--- config.mk ---
export PLATFORM = sky130hd
export DESIGN_NAME = instr_decoder
export DESIGN_NICKNAME = d
export VERILOG_FILES = /design/src/rtl/instr_decoder_pkg.sv /design/src/rtl/instr_decoder_imm_gen.sv /design/src/rtl/instr_decoder.sv
export SDC_FILE = /design/constraint.sdc
export NUM_CORES = 1
export LEC_CHECK = 0
export CORE_UTILIZATION = 52
export DETAILED_ROUTE_END_ITERATION = 7
export DONT_BUFFER_PORTS = 1
export PLACE_DENSITY = 0.73
export SLEW_MARGIN = 20
export SYNTH_ARGS = -nofsm -noshare
export SYNTH_HDL_FRONTEND = slang
export SYNTH_SLANG_ARGS = --single-unit
--- constraint.sdc ---
create_clock -name clk -period 2.11 [get_ports clk]
set_input_delay 0.422 -clock clk [delete_from_list [all_inputs] [get_ports clk]]
set_output_delay 0.422 -clock clk [all_outputs]
set_load 0.02 [all_outputs]
--- src/rtl/instr_decoder_pkg.sv ---
// Shared decode types: ALU operation codes, operand selects, opcodes and the
// decoded bundle carried from decode to execute.
package instr_decoder_pkg;

    typedef enum logic [4:0] {
        ALU_ADD   = 5'd0,
        ALU_SUB   = 5'd1,
        ALU_SLL   = 5'd2,
        ALU_SLT   = 5'd3,
        ALU_SLTU  = 5'd4,
        ALU_XOR   = 5'd5,
        ALU_SRL   = 5'd6,
        ALU_SRA   = 5'd7,
        ALU_OR    = 5'd8,
        ALU_AND   = 5'd9,
        ALU_EQ    = 5'd10,
        ALU_NE    = 5'd11,
        ALU_LT    = 5'd12,
        ALU_GE    = 5'd13,
        ALU_LTU   = 5'd14,
        ALU_GEU   = 5'd15,
        ALU_BIT_C = 5'd16
    } alu_op_t;

    typedef enum logic [1:0] {
        OP1_RS1  = 2'd0,
        OP1_PC   = 2'd1,
        OP1_ZERO = 2'd2,
        OP1_CSR  = 2'd3
    } op1_sel_t;

    typedef enum logic [1:0] {
        OP2_RS2 = 2'd0,
        OP2_IMM = 2'd1,
        OP2_RS1 = 2'd2
    } op2_sel_t;

    // Immediate format selector for imm_gen; IMM_Z is the CSR immediate form.
    typedef enum logic [2:0] {
        IMM_NONE = 3'd0,
        IMM_I    = 3'd1,
        IMM_S    = 3'd2,
        IMM_B    = 3'd3,
        IMM_U    = 3'd4,
        IMM_J    = 3'd5,
        IMM_Z    = 3'd6
    } imm_fmt_t;

    localparam logic [6:0] OPC_LUI    = 7'b0110111;
    localparam logic [6:0] OPC_AUIPC  = 7'b0010111;
    localparam logic [6:0] OPC_JAL    = 7'b1101111;
    localparam logic [6:0] OPC_JALR   = 7'b1100111;
    localparam logic [6:0] OPC_BRANCH = 7'b1100011;
    localparam logic [6:0] OPC_LOAD   = 7'b0000011;
    localparam logic [6:0] OPC_STORE  = 7'b0100011;
    localparam logic [6:0] OPC_OPIMM  = 7'b0010011;
    localparam logic [6:0] OPC_OP     = 7'b0110011;
    localparam logic [6:0] OPC_SYSTEM = 7'b1110011;

    typedef struct packed {
        alu_op_t    alu_op;
        op1_sel_t   op1_sel;
        op2_sel_t   op2_sel;
        logic [31:0] imm;
        logic [4:0] rs1;
        logic [4:0] rs2;
        logic [4:0] rd;
        logic       reg_we;
        logic       mem_rd;
        logic       mem_wr;
        logic [2:0] mem_size;
        logic       branch;
        logic       jump;
        logic       csr;
        logic       illegal;
    } decode_t;

    // funct3 to ALU op for OP/OP-IMM when funct7 selects the base variant.
    function automatic alu_op_t alu_arith(input logic [2:0] f3);
        case (f3)
            3'b000:  alu_arith = ALU_ADD;
            3'b001:  alu_arith = ALU_SLL;
            3'b010:  alu_arith = ALU_SLT;
            3'b011:  alu_arith = ALU_SLTU;
            3'b100:  alu_arith = ALU_XOR;
            3'b101:  alu_arith = ALU_SRL;
            3'b110:  alu_arith = ALU_OR;
            default: alu_arith = ALU_AND;
        endcase
    endfunction

endpackage

--- src/rtl/instr_decoder_imm_gen.sv ---
// Immediate generator: builds the 32-bit immediate for the selected format.
module imm_gen
    import instr_decoder_pkg::*;
(
    input  logic [31:7] instr,
    input  imm_fmt_t    fmt,
    output logic [31:0] imm
);

    // Format-specific bit gathering and extension
    always_comb begin
        imm = 32'h0;
        case (fmt)
            IMM_I: imm = {{20{instr[31]}}, instr[31:20]};
            IMM_S: imm = {{20{instr[31]}}, instr[31:25], instr[11:7]};
            IMM_B: imm = {{19{instr[31]}}, instr[31], instr[7], instr[30:25], instr[11:8], 1'b0};
            IMM_U: imm = {instr[31:12], 12'h000};
            IMM_J: imm = {{11{instr[31]}}, instr[31], instr[19:12], instr[20], instr[30:21], 1'b0};
            // CSR address in [11:0], zero-extended zimm in [16:12]
            IMM_Z: imm = {15'h0, instr[19:15], instr[31:20]};
            default: imm = 32'h0;
        endcase
    end

endmodule

--- src/rtl/instr_decoder.sv ---
// RV32I + Zicsr decode stage with a single valid/ready output register.
module instr_decoder
    import instr_decoder_pkg::*;
#(
    parameter logic [31:0] RESET_PC = 32'h0000_0000
) (
    input  logic        clk,
    input  logic        rst_n,
    input  logic        flush,
    input  logic        in_valid,
    output logic        in_ready,
    input  logic [31:0] in_instr,
    input  logic [31:0] in_pc,
    output logic        out_valid,
    input  logic        out_ready,
    output logic [31:0] out_pc,
    output logic [4:0]  alu_ops,
    output logic [1:0]  op1_sel,
    output logic [1:0]  op2_sel,
    output logic [31:0] imm,
    output logic [4:0]  rs1,
    output logic [4:0]  rs2,
    output logic [4:0]  rd,
    output logic        reg_we,
    output logic        mem_rd,
    output logic        mem_wr,
    output logic [2:0]  mem_size,
    output logic        branch,
    output logic        jump,
    output logic        csr,
    output logic        illegal
);

    logic [6:0]  opcode;
    logic [2:0]  f3;
    logic [6:0]  f7;
    imm_fmt_t    fmt;
    logic [31:0] imm_val;
    decode_t     ctrl;
    decode_t     dec_d;
    decode_t     dec_q;
    logic        valid_q;
    logic [31:0] pc_q;

    assign opcode = in_instr[6:0];
    assign f3     = in_instr[14:12];
    assign f7     = in_instr[31:25];

    imm_gen u_imm_gen (
        .instr (in_instr[31:7]),
        .fmt   (fmt),
        .imm   (imm_val)
    );

    // Control decode; illegal encodings collapse to a side-effect-free ADD
    always_comb begin
        ctrl     = '0;
        fmt      = IMM_NONE;
        ctrl.rs1 = in_instr[19:15];
        ctrl.rs2 = in_instr[24:20];
        ctrl.rd  = in_instr[11:7];
        case (opcode)
            OPC_LUI: begin
                ctrl.op1_sel = OP1_ZERO;
                ctrl.op2_sel = OP2_IMM;
                ctrl.reg_we  = 1'b1;
                fmt          = IMM_U;
            end
            OPC_AUIPC: begin
                ctrl.op1_sel = OP1_PC;
                ctrl.op2_sel = OP2_IMM;
                ctrl.reg_we  = 1'b1;
                fmt          = IMM_U;
            end
            OPC_JAL: begin
                ctrl.op1_sel = OP1_PC;
                ctrl.op2_sel = OP2_IMM;
                ctrl.reg_we  = 1'b1;
                ctrl.jump    = 1'b1;
                fmt          = IMM_J;
            end
            OPC_JALR: begin
                ctrl.op2_sel = OP2_IMM;
                ctrl.reg_we  = 1'b1;
                ctrl.jump    = 1'b1;
                fmt          = IMM_I;
            end
            OPC_BRANCH: begin
                ctrl.branch = 1'b1;
                fmt         = IMM_B;
                case (f3)
                    3'b000:  ctrl.alu_op = ALU_EQ;
                    3'b001:  ctrl.alu_op = ALU_NE;
                    3'b100:  ctrl.alu_op = ALU_LT;
                    3'b101:  ctrl.alu_op = ALU_GE;
                    3'b110:  ctrl.alu_op = ALU_LTU;
                    3'b111:  ctrl.alu_op = ALU_GEU;
                    default: ctrl.illegal = 1'b1;
                endcase
            end
            OPC_LOAD: begin
                ctrl.op2_sel  = OP2_IMM;
                ctrl.reg_we   = 1'b1;
                ctrl.mem_rd   = 1'b1;
                ctrl.mem_size = f3;
                fmt           = IMM_I;
            end
            OPC_STORE: begin
                ctrl.op2_sel  = OP2_IMM;
                ctrl.mem_wr   = 1'b1;
                ctrl.mem_size = f3;
                fmt           = IMM_S;
            end
            OPC_OPIMM: begin
                ctrl.op2_sel = OP2_IMM;
                ctrl.reg_we  = 1'b1;
                fmt          = IMM_I;
                ctrl.alu_op  = alu_arith(f3);
                // Shift-immediates reuse imm[11:5] as a funct7 qualifier
                if (f3 == 3'b001 && f7 != 7'b0000000) begin
                    ctrl.illegal = 1'b1;
                end else if (f3 == 3'b101) begin
                    if (f7 == 7'b0100000) begin
                        ctrl.alu_op = ALU_SRA;
                    end else if (f7 != 7'b0000000) begin
                        ctrl.illegal = 1'b1;
                    end
                end
            end
            OPC_OP: begin
                ctrl.reg_we = 1'b1;
                if (f7 == 7'b0000000) begin
                    ctrl.alu_op = alu_arith(f3);
                end else if (f7 == 7'b0100000 && f3 == 3'b000) begin
                    ctrl.alu_op = ALU_SUB;
                end else if (f7 == 7'b0100000 && f3 == 3'b101) begin
                    ctrl.alu_op = ALU_SRA;
                end else begin
                    ctrl.illegal = 1'b1;
                end
            end
            OPC_SYSTEM: begin
                ctrl.csr     = 1'b1;
                ctrl.reg_we  = 1'b1;
                ctrl.op2_sel = f3[2] ? OP2_IMM : OP2_RS1;
                fmt          = f3[2] ? IMM_Z : IMM_I;
                case (f3[1:0])
                    2'b01: begin
                        ctrl.alu_op  = ALU_ADD;
                        ctrl.op1_sel = OP1_ZERO;
                    end
                    2'b10: begin
                        ctrl.alu_op  = ALU_OR;
                        ctrl.op1_sel = OP1_CSR;
                    end
                    2'b11: begin
                        ctrl.alu_op  = ALU_BIT_C;
                        ctrl.op1_sel = OP1_CSR;
                    end
                    default: ctrl.illegal = 1'b1;
                endcase
            end
            default: ctrl.illegal = 1'b1;
        endcase

        if (ctrl.illegal) begin
            ctrl.alu_op   = ALU_ADD;
            ctrl.op1_sel  = OP1_RS1;
            ctrl.op2_sel  = OP2_RS2;
            ctrl.reg_we   = 1'b0;
            ctrl.mem_rd   = 1'b0;
            ctrl.mem_wr   = 1'b0;
            ctrl.mem_size = 3'b000;
            ctrl.branch   = 1'b0;
            ctrl.jump     = 1'b0;
            ctrl.csr      = 1'b0;
            fmt           = IMM_NONE;
        end
        // x0 is never written
        if (ctrl.rd == 5'd0) begin
            ctrl.reg_we = 1'b0;
        end
    end

    // Merge the generated immediate into the bundle
    always_comb begin
        dec_d     = ctrl;
        dec_d.imm = imm_val;
    end

    assign in_ready = !valid_q || out_ready;

    // Output pipeline register: load on accept, clear on flush or drain
    always_ff @(posedge clk or negedge rst_n) begin
        if (!rst_n) begin
            valid_q <= 1'b0;
            pc_q    <= RESET_PC;
            dec_q   <= '0;
        end else begin
            if (flush) begin
                valid_q <= 1'b0;
            end else if (in_ready) begin
                valid_q <= in_valid;
            end
            if (in_valid && in_ready && !flush) begin
                pc_q  <= in_pc;
                dec_q <= dec_d;
            end
        end
    end

    assign out_valid = valid_q;
    assign out_pc    = valid_q ? pc_q : RESET_PC;
    assign alu_ops   = dec_q.alu_op;
    assign op1_sel   = dec_q.op1_sel;
    assign op2_sel   = dec_q.op2_sel;
    assign imm       = dec_q.imm;
    assign rs1       = dec_q.rs1;
    assign rs2       = dec_q.rs2;
    assign rd        = dec_q.rd;
    assign reg_we    = dec_q.reg_we;
    assign mem_rd    = dec_q.mem_rd;
    assign mem_wr    = dec_q.mem_wr;
    assign mem_size  = dec_q.mem_size;
    assign branch    = dec_q.branch;
    assign jump      = dec_q.jump;
    assign csr       = dec_q.csr;
    assign illegal   = dec_q.illegal;

endmodule

Word level (Yosys, flattened, before mapping) --
Cells that the tools add are included.
Word-level totals: flip-flop bits (word level) 99, output and inout bits 100, word-level logic and storage cells 107
Operators by class: muxes and demuxes 40, eq/ne operators 27, reductions and logical operators 23
Operator list (count):
- $pmux 32 s6 | 1
- $mux 32 | 1
- $eq 7x6->1 const B | 4
- $eq 7x7->1 const B | 4
- $pmux 4 s7 | 1
- $pmux 4 s6 | 1
- $eq 3x3->1 const B | 7
- $pmux 7 s3 | 1
- $pmux 5 s4 | 1
- $mux 1 | 18
- $mux 9 | 2
- $pmux 3 s6 | 1
- $mux 3 | 5
- $eq 7x5->1 const B | 2
- $eq 3x2->1 const B | 4
- $mux 4 | 3
- $reduce_or 6->1 | 2
- $reduce_or 2->1 | 4
- $reduce_or 8->1 | 1
- $eq 7x2->1 const B | 1
- $logic_not 7->1 | 1
- $reduce_bool 7->1 | 1
- $reduce_or 7->1 | 1
- $eq 3x1->1 const B | 2
- 14 further kinds | 21

Depth between registers and ports, before layout --
word-level depth 9, depth in mapped cells 9, gate-level depth less buffers 7

Hierarchy --
Synthesis repeated with hierarchy kept, for this count alone.
Unflattened totals: cell total of the unflattened synthesis 641, area, all modules 5286.3 um2
By module, submodules not included:
- instr_decoder | area each 4599.4 um2, cells an instance 549, seq. area each 2477.4 um2, times used 1
- imm_gen | area each 686.9 um2, cells an instance 92, seq. area each 0.0 um2, times used 1

Least setup slack after synthesis --
OpenSTA, ideal clock, no wires.
path kind input port to flip-flop, from input port in_instr[14], to register dec_q (netlist bit illegal), setup time 0.119 ns, path buffers 3, path slack -0.239 ns, arrival time 2.230 ns, stages on the path 9, path through buf_2 -> inv_1 -> ha_1 -> mux2_2 -> a31o_1 -> or4_1 -> buf_2 -> buf_2 -> o21a_1
Between the ends: word-level cells in the longest chain between the ends 6
RTL lines:
- from (decl) | RTL line instr_decoder.sv:12 | input logic [31:0] in_instr,
- $eq 3x3->1 | RTL line instr_decoder.sv:91, instr_decoder.sv:122, instr_decoder.sv:136
- $logic_and 1x1->1 | RTL line instr_decoder.sv:136 | end else if (f7 == 7'b0100000 && f3 == 3'b101) begin
- $mux 1 | RTL line instr_decoder.sv:136
- $mux 1 | RTL line instr_decoder.sv:134 | end else if (f7 == 7'b0100000 && f3 == 3'b000) begin
- $mux 1 | RTL line instr_decoder.sv:132 | if (f7 == 7'b0000000) begin
- $pmux 1 s5 * | RTL line instr_decoder.sv:62 | case (opcode)
- to (signal assigned) | RTL line instr_decoder.sv:198 | dec_q <= '0;
- to (signal assigned) | RTL line instr_decoder.sv:207 | dec_q <= dec_d;
- to (decl) | RTL line instr_decoder.sv:41 | decode_t dec_q;
Mark *: on every way between the ends. The rest lies on a longest branch, timed or not. A chain may end at the register's enable or synchronous reset.

Final worst setup path --
from register valid_q (netlist: out_valid), to register dec_q (netlist bit imm[1])
Between the ends: word-level cells in the longest chain between the ends 4
RTL lines:
- from (decl) | RTL line instr_decoder.sv:42 | logic valid_q;
- from (signal assigned) | RTL line instr_decoder.sv:203 | valid_q <= in_valid;
- $logic_not 1->1 | RTL line instr_decoder.sv:191 | assign in_ready = !valid_q || out_ready;
- $logic_or 1x1->1 | RTL line instr_decoder.sv:191
- $logic_and 1x1->1 (2 in a row) | RTL line instr_decoder.sv:205 | if (in_valid && in_ready && !flush) begin
Every way passes these cells.

==> flow_summary.json <==
{
  "status": "finished, violations left",
  "violations": "DRC, hold timing",
  "wire_per_inst_um": 18.73,
  "vias": 4041,
  "grt_setup_unrepaired": "false",
  "synthesis.nets": 646,
  "setup_violations": 0,
  "fill_cells": 794,
  "synth_edf_count": 0,
  "worst_setup_path_start_kind": "flop",
  "clk_latency_ns": 0.35,
  "hp-class": "input port to asynchronous set/reset pin",
  "slew-limit-headroom_pct": 65.00,
  "die_w_um": 98.15,
  "setup.worst_path.start": "out_valid",
  "reg2reg_depth": 6,
  "vias_per_cell": 5.848,
  "cts_tree": "done",
  "ir_drop_mv": 0.3921,
  "dp_hpwl_um": 9352,
  "syn_avg_cell_area_um2": 8.404,
  "setup_ws_ns": 0.1391,
  "max_freq_mhz": 507.4,
  "synth_cell_type_count": 52,
  "io_pins": 169,
  "crit_path_end_kind": "flop",
  "final_cell_mix": "210 x nand2_1, 99 x dfrtp_1, 34 x and2_1",
  "drt_pass1_iterations": 8,
  "worst_pin_slew_ns": 0.5202,
  "crit_chain": "nor2b_1 -> inv_1 -> nand3b_1 -> or4_1 -> buf_4 -> o21ai_0",
  "utilization_pct": 59.57,
  "grt_start_max_net_pins": 108,
  "maxSlewViolCount": 0,
  "dpl.cell_count": 675,
  "grt_remaining_overflow": 0,
  "numPortBuffers": 0,
  "initialDrtViolationCount": 257,
  "cts_buffers": 9,
  "reg2reg_to": "imm[1]",
  "layout-drive-gt1-share_pct": 9.949,
  "fp-row-count": 34,
  "clkSinkCount": 99,
  "core_mm2": 0.008848,
  "slowest_delay_ns": 0.66,
  "powerDensity_mw_per_mm2": 720.1,
  "fin_setup_tns_ns": 0,
  "wl_um": 12950,
  "final_nets": 652,
  "dieArea_mm2": 0.009633,
  "max_cap_violations": 0,
  "synth.yosys.seq_area_share_pct": 51.54,
  "layout_commonest_cell": "nand2_1",
  "fin_crit_ns": 1.971,
  "worstPathMaxFanout": 18,
  "die_h_um": 98.15,
  "synth_cells": 572,
  "ctsLongestPathBuffers": 2,
  "initial_core_util_pct": 54.33,
  "final_cells": 691,
  "place_ws_ns": -0.2200,
  "grt_pass1_vias": 3788,
  "slowest_stage": "or4_1",
  "gr-usage-all-layers_pct": 27.01,
  "skew_ns": 0.006587,
  "fin_crit_sh_pct": 93.41,
  "finalHoldViolCount": 99,
  "clk_pin_slew_ns": 0.10,
  "synthFlopType": "dfrtp_1",
  "yosys_warnings": 0,
  "synth-async-reset-ratio_pct": 100.0,
  "regToRegSetupSlack_ns": 0.14,
  "syn_area_mm2": 0.004807,
  "p_leak_nw": 2.483,
  "htree_levels": 3,
  "ant_nets": 0,
  "required_ns": 2.39,
  "n_antenna_cell": 0,
  "grt_pass1_wl_um": 20380,
  "gp_congestion": 0.9197,
  "endpoint": "imm[1]",
  "arrival_ns": 2.25,
  "path_class": "flop to flop",
  "rr_startpoint": "out_valid",
  "cts_setup_buffers": 0,
  "hold_ws_ns": -0.2515,
  "synth-seq-cells": 99,
  "area_growth_pct": 9.657,
  "root_buffer": "clkbuf_8",
  "antenna_found_initial": 0,
  "drcViolationCount": 13
}
==> synthesized netlist by cell type, types with 4 or more instances <==
cell type / instances / area, um2
a21o_1: 4 / 30.03
a21oi_1: 25 / 125.1
a221oi_1: 5 / 43.79
a22oi_1: 6 / 45.04
a31oi_1: 5 / 31.28
and2_1: 34 / 212.7
buf_1: 4 / 15.01
buf_2: 5 / 25.02
clkbuf_1: 27 / 101.4
dfrtp_1: 99 / 2477
ha_1: 5 / 62.56
inv_1: 9 / 33.78
nand2_1: 210 / 788.3
nand3_1: 4 / 20.02
nor2_1: 23 / 86.33
nor2b_1: 5 / 31.28
o21ai_0: 32 / 160.2
o21ai_1: 10 / 50.05
o31ai_1: 8 / 60.06
==> metrics by stage <==
| step | hold slack (ns) | instance area, um2 | total power, mW |
|---|---|---|---|
| 5_1_grt | -0.2780 | 5271 | 3.967 |
| 2_1_floorplan | 0.1264 | 4836 | 2.542 |
| 4_1_cts | -0.2736 | 5265 | 3.829 |
| 3_5_place_dp | 0.1283 | 5066 | 2.638 |
| 3_3_place_gp | 0.1283 | 5066 | 2.620 |
| 6_report | -0.2515 | 5271 | 3.796 |
==> worst min-delay path by stage <==
stage / startpoint / end
final: rst_n / alu_ops[1]
after global routing: rst_n / pc_q[26]
after CTS: rst_n / alu_ops[2]
after detailed placement: rst_n / pc_q[1]
after global placement: rst_n / pc_q[1]
after floorplan: rst_n / alu_ops[0]
==> sequential cells by signal, summed over array words and instances, names as in the netlist, 2 cells and up <==
name,count
imm,32
mem_size,3
rs2,5
rs1,5
pc_q,32
op1_sel,2
op2_sel,2
rd,5
alu_ops,5
==> power by group <==
part           total, mW  internal (mW)  switching (mW)
sequential          2.18           2.04           0.146
clock               1.20          0.486           0.711
combinational      0.416          0.148           0.268
==> layout make-up <==
type                    instances  area, um2  area share (%)
clock buffers                  10      137.6           2.611
flip-flops and latches         99       2477           47.00
repair buffers                 33      272.8           5.174
well taps                     108      135.1           2.563
clock inverters                 6      61.31           1.163
multi-input cells             426       2153           40.85
inverters                       9      33.78          0.6409
==> logic make-up after synthesis <==
kind of cell / count (synthesis) / synth area share [%]
adder cells (fa/ha/maj): 5 / 1.301
AO/OA/AOI/OAI: 114 / 14.68
flip-flops: 99 / 51.54
AND/OR/NAND/NOR: 303 / 27.67
XOR/XNOR: 3 / 0.5467
multiplexers: 1 / 0.2342
buffers and inverters: 47 / 4.034
==> routing by layer <==
| metal | GRT usage (%) | part of all wire [%] |
|---|---|---|
| met1 | 36.45 | 42 |
| met2 | 43.07 | 47 |
| met3 | 8.089 | 9.7 |
| met4 | 6.659 | 1.2 |
| met5 | 0 | 0 |
==> worst max-delay path, delay by kind of cell, from the launching register on <==
kind            cells  cell delay, ns
compound gates      1            0.18
buf+inv             2            0.33
flops               1            0.39
simple gates        3            0.99
==> repair_timing <==
| item | 4_1_cts | 5_1_grt |
|---|---|---|
| resized for setup | 0 | 1 |
| endpoints found under the hold margin | 99 | 99 |
| setup endpoints to repair | 0 | 1 |
Power figures use the tool's default switching activity.
